## src/rtl/csr_regfile_if.sv

```systemverilog
// Access stream between the AHB subordinate CSR bridge (master) and the register bank (slave).
interface csr_regfile_if;
  localparam int unsigned DW = 32;
  localparam int unsigned AW = 32;

  logic          sub_valid_i;
  logic          sub_ready_o;
  logic [AW-1:0] sub_addr_i;
  logic          sub_write_i;
  logic [DW-1:0] sub_wdata_i;
  logic [DW-1:0] sub_rdata_o;

  modport master (
    output sub_valid_i, sub_addr_i, sub_write_i, sub_wdata_i,
    input  sub_ready_o, sub_rdata_o
  );

  modport slave (
    input  sub_valid_i, sub_addr_i, sub_write_i, sub_wdata_i,
    output sub_ready_o, sub_rdata_o
  );
endinterface

```

## src/rtl/csr_regfile.sv

```systemverilog
// Control/status/argument/result register bank that launches one compute-core job
// and raises a level interrupt on completion. One wait state per access.
module csr_regfile #(
  parameter logic [31:0] ID_VALUE = 32'h4D52_0001,
  parameter int unsigned NUM_ARGS = 4,
  parameter int unsigned NUM_RES  = 4
) (
  input  logic                    hclk_i,
  input  logic                    hreset_ni,
  csr_regfile_if.slave            sub,
  output logic                    core_start_o,
  output logic [32*NUM_ARGS-1:0]  core_arg_o,
  input  logic                    core_done_i,
  input  logic [32*NUM_RES-1:0]   core_result_i,
  output logic                    irq_o
);

  localparam int unsigned DW       = 32;
  localparam int unsigned IW       = 4;
  localparam int unsigned ARG_BASE = 4;
  localparam int unsigned RES_BASE = 8;

  localparam logic [IW-1:0] IDX_ID     = IW'(0);
  localparam logic [IW-1:0] IDX_CTRL   = IW'(1);
  localparam logic [IW-1:0] IDX_STATUS = IW'(2);
  localparam logic [IW-1:0] IDX_CYCLES = IW'(3);

  typedef enum logic {
    ST_IDLE = 1'b0,
    ST_ACK  = 1'b1
  } state_e;

  state_e state_q, state_d;

  logic                         rd_load_c;
  logic                         wr_commit_c;
  logic [IW-1:0]                idx;
  logic                         unused_addr;

  logic                         ready_q;
  logic [DW-1:0]                rdata_q;
  logic [DW-1:0]                rd_mux_c;

  logic                         busy_q;
  logic                         done_q;
  logic                         done_d;
  logic                         irq_en_q;
  logic                         irq_en_d;
  logic [DW-1:0]                cycles_q;
  logic [NUM_ARGS-1:0][DW-1:0]  args_q;
  logic [NUM_RES-1:0][DW-1:0]   res_q;

  logic                         wr_ctrl_c;
  logic                         wr_status_c;
  logic                         done_hit_c;
  logic                         start_acc_c;
  logic                         done_clr_c;

  // Only the word-select bits of the byte address matter
  assign idx         = sub.sub_addr_i[5:2];
  assign unused_addr = ^{sub.sub_addr_i[31:6], sub.sub_addr_i[1:0]};

  // Access FSM: state register
  always_ff @(posedge hclk_i or negedge hreset_ni) begin
    if (!hreset_ni) state_q <= ST_IDLE;
    else            state_q <= state_d;
  end

  // Access FSM: next state
  always_comb begin
    state_d = state_q;
    unique case (state_q)
      ST_IDLE: if (sub.sub_valid_i) state_d = ST_ACK;
      ST_ACK:  state_d = ST_IDLE;
      default: state_d = ST_IDLE;
    endcase
  end

  // Access FSM: outputs (read capture in IDLE, write commit in ACK)
  always_comb begin
    rd_load_c   = 1'b0;
    wr_commit_c = 1'b0;
    unique case (state_q)
      ST_IDLE: rd_load_c   = sub.sub_valid_i & ~sub.sub_write_i;
      ST_ACK:  wr_commit_c = sub.sub_valid_i &  sub.sub_write_i;
      default: ;
    endcase
  end

  // Read mux; unmapped words and unused bits read as zero
  always_comb begin
    rd_mux_c = '0;
    unique case (idx)
      IDX_ID:     rd_mux_c = ID_VALUE;
      IDX_CTRL:   rd_mux_c = {30'b0, irq_en_q, 1'b0};
      IDX_STATUS: rd_mux_c = {30'b0, done_q, busy_q};
      IDX_CYCLES: rd_mux_c = cycles_q;
      default: begin
        for (int unsigned i = 0; i < NUM_ARGS; i++)
          if (idx == IW'(ARG_BASE + i)) rd_mux_c = args_q[i];
        for (int unsigned i = 0; i < NUM_RES; i++)
          if (idx == IW'(RES_BASE + i)) rd_mux_c = res_q[i];
      end
    endcase
  end

  // Bus response flops
  always_ff @(posedge hclk_i or negedge hreset_ni) begin
    if (!hreset_ni) begin
      ready_q <= 1'b0;
      rdata_q <= '0;
    end else begin
      ready_q <= (state_d == ST_ACK);
      if (rd_load_c) rdata_q <= rd_mux_c;
    end
  end

  // Job control decode; a done pulse frees the core for a coincident start
  always_comb begin
    wr_ctrl_c   = wr_commit_c & (idx == IDX_CTRL);
    wr_status_c = wr_commit_c & (idx == IDX_STATUS);
    done_hit_c  = core_done_i & busy_q;
    start_acc_c = wr_ctrl_c & sub.sub_wdata_i[0] & (~busy_q | done_hit_c);
    done_clr_c  = wr_status_c & sub.sub_wdata_i[1];

    irq_en_d = irq_en_q;
    if (wr_ctrl_c) irq_en_d = sub.sub_wdata_i[1];

    // Set beats W1C; a new start clears the previous completion
    done_d = done_q;
    if (done_clr_c)  done_d = 1'b0;
    if (done_hit_c)  done_d = 1'b1;
    if (start_acc_c) done_d = 1'b0;
  end

  // Job state
  always_ff @(posedge hclk_i or negedge hreset_ni) begin
    if (!hreset_ni) begin
      busy_q       <= 1'b0;
      done_q       <= 1'b0;
      irq_en_q     <= 1'b0;
      irq_o        <= 1'b0;
      core_start_o <= 1'b0;
      cycles_q     <= '0;
      res_q        <= '0;
    end else begin
      done_q       <= done_d;
      irq_en_q     <= irq_en_d;
      irq_o        <= done_d & irq_en_d;
      core_start_o <= start_acc_c;

      if (start_acc_c)     busy_q <= 1'b1;
      else if (done_hit_c) busy_q <= 1'b0;

      // Counter freezes on the completion cycle and saturates
      if (start_acc_c)
        cycles_q <= '0;
      else if (busy_q && !done_hit_c && (cycles_q != '1))
        cycles_q <= cycles_q + DW'(1);

      if (done_hit_c) res_q <= core_result_i;
    end
  end

  // Argument words, writable at any time
  always_ff @(posedge hclk_i or negedge hreset_ni) begin
    if (!hreset_ni) begin
      args_q <= '0;
    end else begin
      for (int unsigned i = 0; i < NUM_ARGS; i++)
        if (wr_commit_c && (idx == IW'(ARG_BASE + i))) args_q[i] <= sub.sub_wdata_i;
    end
  end

  assign core_arg_o      = args_q;
  assign sub.sub_ready_o = ready_q;
  assign sub.sub_rdata_o = rdata_q;

endmodule

```

## src/flat_wrapper.sv

```systemverilog
// flat-port wrapper written by rule: the top's interface ports become plain ports
module csr_regfile_flat 
#(
  parameter logic [31:0] ID_VALUE = 32'h4D52_0001,
  parameter int unsigned NUM_ARGS = 4,
  parameter int unsigned NUM_RES  = 4
)
  (hclk_i, hreset_ni, core_start_o, core_arg_o, core_done_i, core_result_i, irq_o, sub_sub_valid_i, sub_sub_addr_i, sub_sub_write_i, sub_sub_wdata_i, sub_sub_ready_o, sub_sub_rdata_o);
  csr_regfile_if sub_i ();
  input  logic hclk_i;
  input  logic hreset_ni;
  output logic core_start_o;
  output logic [32*NUM_ARGS-1:0] core_arg_o;
  input  logic core_done_i;
  input  logic [32*NUM_RES-1:0] core_result_i;
  output logic irq_o;
  input wire logic [$bits(sub_i.sub_valid_i)-1:0] sub_sub_valid_i;
  input wire logic [$bits(sub_i.sub_addr_i)-1:0] sub_sub_addr_i;
  input wire logic [$bits(sub_i.sub_write_i)-1:0] sub_sub_write_i;
  input wire logic [$bits(sub_i.sub_wdata_i)-1:0] sub_sub_wdata_i;
  output wire logic [$bits(sub_i.sub_ready_o)-1:0] sub_sub_ready_o;
  output wire logic [$bits(sub_i.sub_rdata_o)-1:0] sub_sub_rdata_o;
  assign sub_i.sub_valid_i = sub_sub_valid_i;
  assign sub_i.sub_addr_i = sub_sub_addr_i;
  assign sub_i.sub_write_i = sub_sub_write_i;
  assign sub_i.sub_wdata_i = sub_sub_wdata_i;
  assign sub_sub_ready_o = sub_i.sub_ready_o;
  assign sub_sub_rdata_o = sub_i.sub_rdata_o;
  csr_regfile #(.ID_VALUE(ID_VALUE), .NUM_ARGS(NUM_ARGS), .NUM_RES(NUM_RES)) u_core (.hclk_i(hclk_i), .hreset_ni(hreset_ni), .sub(sub_i), .core_start_o(core_start_o), .core_arg_o(core_arg_o), .core_done_i(core_done_i), .core_result_i(core_result_i), .irq_o(irq_o));
endmodule
```

## config.mk

```make
export PLATFORM = sky130hd
export DESIGN_NAME = csr_regfile_flat
export DESIGN_NICKNAME = d
export VERILOG_FILES = /design/src/rtl/csr_regfile_if.sv /design/src/rtl/csr_regfile.sv /design/src/flat_wrapper.sv
export SDC_FILE = /design/constraint.sdc
export NUM_CORES = 1
export LEC_CHECK = 0
export CAP_MARGIN = 5
export CORE_MARGIN = 2
export CORE_UTILIZATION = 65
export DETAILED_ROUTE_END_ITERATION = 8
export DONT_BUFFER_PORTS = 1
export PLACE_DENSITY = 0.82
export SYNTH_ARGS = -nofsm -noshare
export SYNTH_HDL_FRONTEND = slang
export SYNTH_SLANG_ARGS = --single-unit
```

## constraint.sdc

```tcl
create_clock -name hclk_i -period 3.7 [get_ports hclk_i]
set_input_delay 1.11 -clock hclk_i [delete_from_list [all_inputs] [get_ports hclk_i]]
set_output_delay 1.11 -clock hclk_i [all_outputs]
set_load 0.05 [all_outputs]
```

# Word-level counts from Yosys, hierarchy flattened
# Index checks and enable logic that the tools add are counted.
dict set report classes {
  add_sub_neg 1
  eq_ne 12
  mux 21
  n_bitwise 13
  reduce_logical 10
}
# operator n
set op_table {}
lappend op_table {{$mux 32} 10}
lappend op_table {{$pmux 32 s4} 1}
lappend op_table {{$add 32x1->32 const B} 1}
lappend op_table {{$ne 32x32->1 const B} 1}
lappend op_table {{$eq 4x3->1 const B} 4}
lappend op_table {{$eq 4x4->1 const B} 4}
lappend op_table {{$and 1x1->1} 9}
lappend op_table {{$mux 1} 9}
lappend op_table {{$eq 4x2->1 const B} 2}
lappend op_table {{$logic_and 1x1->1} 6}
lappend op_table {{$eq 4x1->1 const B} 1}
lappend op_table {{$logic_not 4->1} 1}
lappend op_table {{$reduce_bool 2->1} 2}
lappend op_table {{$not 1->1} 3}
lappend op_table {{$pmux 1 s2} 1}
lappend op_table {{$logic_not 1->1} 1}
lappend op_table {{$or 1x1->1} 1}
dict set report totals {
  reg_bits 326
  out_inout_bits 163
  wordCells 73
}

# Depth between registers and ports, before layout
# Gate-level depths: netlist (run 1).
dict set report depth {
  depth_word 10
  mapped_depth 9
}

# Least setup slack after synthesis (run 1)
# Ideal clock, no wire load.
dict set report synth_timing {
  path_kind {input port to flip-flop}
  from {input core_done_i}
  to {register u_core.cycles_q[21]}
  arrival_ns 2.548
  required_time_ns 3.581
  slack_ns 1.033
  cell_stages 5
  path_buffers 0
  path_cell_list {nand2b_1 -> or4b_4 -> a2111o_1 -> and2_1 -> o21a_1}
}
dict set report synth_between {
  elab_chain_cells 5
  word_cells_on_any_way 8
  classes_between {1 x mux; 3 x bitwise; 4 x reduce/logical}
}
# element line
set synth_rtl {}
lappend synth_rtl {{start, declared} flat_wrapper.sv:14} ;# input logic core_done_i;
lappend synth_rtl {{$and 1x1->1 *} csr_regfile.sv:122} ;# done_hit_c = core_done_i & busy_q;
lappend synth_rtl {{$logic_not 1->1} csr_regfile.sv:158} ;# else if (busy_q && !done_hit_c && (cycles_q != '1))
lappend synth_rtl {{$logic_and 1x1->1 (2 in a row)} csr_regfile.sv:158}
lappend synth_rtl {{$reduce_bool 2->1 (no source line)} --}
lappend synth_rtl {{end signal, assigned} csr_regfile.sv:159} ;# cycles_q <= cycles_q + DW'(1);
lappend synth_rtl {{end, declared} csr_regfile.sv:49} ;# logic [DW-1:0] cycles_q;
# Mark *: on every way between the ends. The rest lies on a longest branch, timed or not.
# A chain may end at the register's enable or synchronous reset.

# Worst setup path in the final report (run 1)
dict set report layout_timing {
  from {register u_core.state_q}
  to {register u_core.args_q (netlist bit u_core.core_arg_o[99])}
}
dict set report layout_between {
  elab_chain_cells 2
}
# element line
set layout_rtl {}
lappend layout_rtl {{start, declared} csr_regfile.sv:33} ;# state_e state_q, state_d;
lappend layout_rtl {{start signal, assigned} csr_regfile.sv:66} ;# else state_q <= state_d;
lappend layout_rtl {{$mux 1} csr_regfile.sv:83} ;# unique case (state_q)
lappend layout_rtl {{$logic_and 1x1->1} csr_regfile.sv:171} ;# if (wr_commit_c && (idx == IW'(ARG_BASE + i))) args_q[i] <= sub.sub_wdata_i;
lappend layout_rtl {{end signal, assigned by index} csr_regfile.sv:171}
lappend layout_rtl {{end, declared} csr_regfile.sv:50} ;# logic [NUM_ARGS-1:0][DW-1:0] args_q;
# Every way passes these cells.

==> results of run 1 <==
==> final cells by class <==
cell class / instances / area, um^2
Fill cell: 1477 / 6210
Sequential cell: 326 / 8160
Inverter: 5 / 18.8
Clock buffer: 51 / 1010
Multi-Input combinational cell: 727 / 6390
Antenna cell: 6 / 15.0
Tap cell: 285 / 357
Timing Repair Buffer: 29 / 255
Clock inverter: 12 / 156
==> how the worst max path moves through the flow <==
stage | slack [ns] | endpoint | startpoint
after floorplan | 1.03 | u_core.cycles_q[21] | core_done_i
after global placement | 0.56 | u_core.sub.sub_rdata_o[12] | sub_sub_addr_i[4]
after detailed placement | 0.62 | u_core.sub.sub_rdata_o[12] | sub_sub_addr_i[4]
after CTS | 1.05 | u_core.core_arg_o[103] | u_core.state_q
after global routing | 0.92 | u_core.core_arg_o[103] | u_core.state_q
final | 1.01 | u_core.core_arg_o[99] | u_core.state_q
==> cells by family after synthesis <==
logic type / share of synthesized area (%)
DFF: 54.8
xor gates and xnor gates: 0.177
muxes: 25.2
adders and majority gates: 0.0841
buffers and inverters: 2.46
AOI/OAI and AO/OA: 10.6
and+or+nand+nor: 6.67
==> metrics by stage <==
stage / area (um^2) / hold slack [ns]
2_1_floorplan: 14900 / 0.471
3_3_place_gp: 15200 / 0.482
3_5_place_dp: 15200 / 0.488
4_1_cts: 16300 / 0.288
5_1_grt: 16400 / 0.277
6_report: 16400 / 0.287
==> worst max-delay path, cell delays in order (launching register included) <==
cell and delay [ns]:
dfrtp_1 0.70, nand3_1 0.30, nand2b_1 0.44, nor2_4 0.16
buf_4 0.52, mux2_2 0.42
==> where the power goes <==
| part | leakage, nW | switching, mW | internal, mW |
|---|---|---|---|
| combinational | 2.55 | 0.237 | 0.330 |
| clock | 0.569 | 1.43 | 2.11 |
| sequential | 4.42 | 0.961 | 3.84 |
==> flip-flops by register name, indices dropped and copies added, names as in the netlist <==
signal and flops:
u_core.res_q 128, u_core.irq_en_q 1, u_core.state_q 1, u_core.sub.sub_rdata_o 32
u_core.cycles_q 32, u_core.core_arg_o 128, u_core.irq_o 1, u_core.busy_q 1
u_core.core_start_o 1, u_core.done_q 1
==> routing by layer <==
layer  global-route usage (%)  up-vias  share of wire, %
li1                         -     4285                 -
met1                     45.8     5249                36
met2                     56.9      537                48
met3                     12.8      106                11
met4                     16.0        4               4.4
met5                        0        -             0.053
==> cell usage in the layout, fill, tap and decap left out, types with 13 or more instances in the layout <==
cell type,n
o21ai_0,33
nor2_1,45
buf_4,26
mux2_2,261
o31ai_1,13
nand2_1,43
a21oi_1,38
nand3_1,16
clkbuf_16,36
mux4_2,21
dfrtp_1,326
o22ai_1,16
a22oi_1,47
mux2_1,19
==> flow_metrics.py, run 1 <==
metrics = {
    "outcome": {
        "outcome": "complete, no violations",
    },
    "clock_network": {
        "cts_hold_buffers": 0,
        "cts-htree-levels": 2,
        "cts_tree": "done",
        "clkLatencyLatePin_ns": 0.52,
        "clockBufferDepth": 3,
        "clock-sinks": 326,
        "cts_root_buf": "clkbuf_16",
        "clk_pin_slew_worst_paths_ns": 0.06,
        "cts_resized": 0,
        "cts_made_buffers": 35,
        "cts_setup_buffers": 0,
    },
    "drt": {
        "routedWlPerCell_um": 30.1,
        "vias_per_cell": 7.07,
        "firstDrtPassIters": 5,
        "routed_wl_um": 43300,
        "vias": 10181,
        "drtAntennaViolNets": 0,
        "remaining_drc_errors": 0,
        "drtIter0Drc": 1041,
    },
    "logic_synthesis": {
        "ys.flop_type": "dfrtp_1",
        "yosysSeqAreaShare_pct": 54.8,
        "synth-async-reset-ratio_pct": 100,
        "synth_cell_types": 60,
        "synth_most_common_cell": "dfrtp_1",
        "netlist.area_leader.share_pct": 54.8,
        "synth_edf_count": 0,
        "syn_nets": 1335,
        "synth_area_mm2": 0.0149,
        "ys_ff_latch": 326,
        "yosysWarnings": 0,
        "syn_avg_cell_area_um2": 13.1,
        "synth_largest_area_cell": "dfrtp_1",
        "syn_inst": 1137,
        "yosys-top-cells-count": "dfrtp_1 (326), mux2_2 (261), clkbuf_1 (56), nor2_1 (49), a22oi_1 (47)",
        "yosys-top-cells-area": "dfrtp_1 (55%), mux2_2 (20%), mux4_2 (3.2%)",
    },
    "timing": {
        "setup_slack_ns": 1.01,
        "hold_viol": 0,
        "rsz0062_at_grt": "no",
        "timing.final.crit_share_pct": 72.8,
        "fmax_mhz": 371,
        "slew_viol_final": 0,
        "setup_viol": 0,
        "fin_skew_ns": 0.0263,
        "worstMarginPinSlew_ns": 0.832,
        "tns_ns": 0,
        "slew_headroom_pct": 44.5,
        "min_period_ns": 2.69,
    },
    "floorplan": {
        "die_area_mm2": 0.0241,
        "core_area_mm2": 0.0226,
        "io_pins": 360,
        "initial_core_util_pct": 65.9,
        "rows": 55,
        "die_w_um": 155,
        "die_h_um": 155,
    },
    "power_and_ir_drop": {
        "max-vdd-ir-drop_v": 0.000461,
        "p_leak_nw": 7.54,
        "total_power_mw": 8.91,
        "powerDensity_mw_per_mm2": 545,
    },
    "setup_path": {
        "timing.rr.end": "u_core.core_arg_o[99]",
        "crit_arrival_ns": 3.09,
        "rr_startpoint": "u_core.state_q",
        "cp-end-kind": "flop",
        "reg2reg_slack_ns": 1.01,
        "r2r_cells": 5,
        "required_ns": 4.10,
        "critPathMaxFanout": 32,
        "cp-start-kind": "flop",
        "critPathKind": "flop to flop",
    },
    "place": {
        "dp_cells": 1372,
        "dp_slack_ns": 0.624,
        "gp_congestion": 0.984,
        "port_buffers": 0,
        "dp_hpwl_um": 30200,
    },
    "grt": {
        "grt_pass1_wl_um": 64700,
        "first_global_vias": 10335,
        "grt_max_degree": 327,
        "antenna_found_initial": 7,
        "track_usage_pct": 36.2,
        "overflow": 0,
    },
    "finish": {
        "fin_util_pct": 72.5,
        "nets": 1322,
        "drive_above_1_share_pct": 33.4,
        "final_cells": 1441,
        "area_growth_pct": 10.0,
    },
    "min_path": {
        "min_path_type": "primary input to asynchronous set/reset pin",
    },
    "flow_run": {
        "cap_violations": 0,
    },
}
(Power assumes the default switching activity.)
==> run 2: changes to the inputs <==
--- a/config.mk
+++ b/config.mk
@@ -7,10 +7,10 @@
 export LEC_CHECK = 0
 export CAP_MARGIN = 5
 export CORE_MARGIN = 2
-export CORE_UTILIZATION = 65
+export CORE_UTILIZATION = 64
 export DETAILED_ROUTE_END_ITERATION = 8
 export DONT_BUFFER_PORTS = 1
-export PLACE_DENSITY = 0.82
+export PLACE_DENSITY = 0.81
 export SYNTH_ARGS = -nofsm -noshare
 export SYNTH_HDL_FRONTEND = slang
 export SYNTH_SLANG_ARGS = --single-unit
==> constraint.sdc (replaced) <==
create_clock -name hclk_i -period 2.8 [get_ports hclk_i]
set_input_delay 0.84 -clock hclk_i [delete_from_list [all_inputs] [get_ports hclk_i]]
set_output_delay 0.84 -clock hclk_i [all_outputs]
set_load 0.05 [all_outputs]
==> run 2 against run 1 <==
Net effect: hold slack got worse by 0.26 ns; fmax grew 22%; clock-buffer cell count unchanged; worst setup slack worse by 0.41 ns; highest routed layer unchanged.
==> flow_metrics.py, run 2 (same netlist as run 1, synthesis figures left out) <==
metrics = {
    "drt": {
        "remaining_drc_errors": 0,
        "vias": 10244,
        "routedWlPerCell_um": 30.1,
        "firstDrtPassIters": 6,
        "drtIter0Drc": 981,
        "routed_wl_um": 43800,
        "drtAntennaViolNets": 0,
        "vias_per_cell": 7.04,
    },
    "clock_network": {
        "cts_hold_buffers": 0,
        "cts_root_buf": "clkbuf_16",
        "cts_tree": "done",
        "cts_resized": 0,
        "clock-sinks": 326,
        "cts-htree-levels": 2,
        "cts_made_buffers": 35,
        "clockBufferDepth": 3,
        "cts_setup_buffers": 0,
        "clkLatencyLatePin_ns": 0.52,
        "clk_pin_slew_worst_paths_ns": 0.06,
    },
    "power_and_ir_drop": {
        "total_power_mw": 11.8,
        "max-vdd-ir-drop_v": 0.000534,
        "powerDensity_mw_per_mm2": 714,
        "p_leak_nw": 7.64,
    },
    "finish": {
        "finish.instance_area_mm2": 0.0165,
        "drive_above_1_share_pct": 34.6,
        "final_cell_mix": "dfrtp_1 (326), mux2_2 (261), a22oi_1 (47)",
        "final_common_cell": "dfrtp_1",
        "nets": 1337,
        "area_growth_pct": 11.1,
    },
    "timing": {
        "fin_skew_ns": 0.0196,
        "tns_ns": 0,
        "fin_hold_ws_ns": 0.0226,
        "rsz0062_at_grt": "no",
        "min_period_ns": 2.20,
        "slew_viol_final": 0,
        "setup_slack_ns": 0.598,
        "setup_viol": 0,
        "fmax_mhz": 454,
        "worstMarginPinSlew_ns": 0.742,
        "timing.final.crit_share_pct": 78.7,
        "slew_headroom_pct": 50.5,
        "hold_viol": 0,
    },
    "setup_path": {
        "cp-start-kind": "flop",
        "critPathSlowestCell": "or4_1",
        "cp-startpoint": "u_core.cycles_q[9]",
        "reg2reg_slack_ns": 0.60,
        "critPathKind": "flop to flop",
        "critPathMaxFanout": 10,
        "critPathMaxStageDelay_ns": 0.47,
        "crit_end": "u_core.cycles_q[30]",
        "cp-end-kind": "flop",
        "rr_startpoint": "u_core.cycles_q[9]",
        "required_ns": 3.25,
        "crit_chain": "and4_1, nor3b_4, nand4b_2, or4_1, a21oi_1",
        "r2r_cells": 5,
        "timing.rr.end": "u_core.cycles_q[30]",
        "crit_arrival_ns": 2.65,
    },
    "place": {
        "dp_hpwl_um": 30300,
        "dpl_cell_area_mm2": 0.0153,
        "port_buffers": 0,
        "dp_slack_ns": 0.354,
        "gp_congestion": 0.938,
    },
    "outcome": {
        "outcome": "complete, no violations",
    },
    "floorplan": {
        "die_h_um": 156,
        "die_w_um": 156,
        "initial_core_util_pct": 65.5,
        "rows": 55,
        "core_area_mm2": 0.0227,
        "io_pins": 360,
        "die_area_mm2": 0.0245,
    },
    "grt": {
        "first_global_vias": 10354,
        "track_usage_pct": 35.9,
        "grt_max_degree": 327,
        "antenna_found_initial": 10,
        "overflow": 0,
        "grt_pass1_wl_um": 65400,
    },
    "flow_run": {
        "cap_violations": 0,
    },
    "min_path": {
        "min_path_type": "primary input to asynchronous set/reset pin",
    },
}
## run 2: cell count changes in the layout (fill, tap and decap cells not counted), moves of 3 or more
cell | previous run | this run
buf_4 | 26 | 38
clkbuf_8 | 5 | 10
clkbuf_1 | 10 | 5
buf_12 | 3 | 6
## run 2: worst min-delay path by stage
stage,endpoint,slack [ns],depth (start not counted)
after global routing,u_core.core_arg_o[83],0.02,0
after global placement,u_core.state_q,0.47,1
after floorplan,u_core.res_q[22],0.47,1
after detailed placement,u_core.state_q,0.48,1
after CTS,u_core.done_q,0.02,0
final,u_core.sub.sub_rdata_o[19],0.02,0
## run 2: critical path, delay by kind of cell, from the launching register on
family,cells,cell delay (ns)
simple gates,4,1.54
compound gates,1,0.14
flops,1,0.45
## run 2: final cells by class
cell class	instances	area, um^2
timing repair buffer	44	405
clock buffer	51	1060
tap	285	357
fill	1469	6190
clock inverter	10	115
inverter	5	18.8
sequential	326	8160
multi-input combinational	727	6390
antenna	7	17.5
## run 2: routing by layer
layer  share of wire, %  track usage [%]  up-vias
met4                4.4             14.7        8
met3                 11             13.2      119
met1                 37             44.4     5290
met2                 48             57.7      537
li1                   -                -     4290
met5               0.13                0        -
## run 2: per-stage QoR
| stage | util (%) | cells |
|---|---|---|
| after floorplan | - | 1137 |
| after global placement | 67.5 | 1387 |
| after detailed placement | 67.5 | 1387 |
| after CTS | 72.7 | 1448 |
| after global routing | 72.7 | 1452 |
| final | 72.8 | 1455 |
## run 2: where the power goes
group | leakage, nW | internal [mW] | switching, mW
clock network | 0.585 | 2.81 | 1.87
registers | 4.42 | 5.08 | 1.27
logic | 2.63 | 0.444 | 0.320
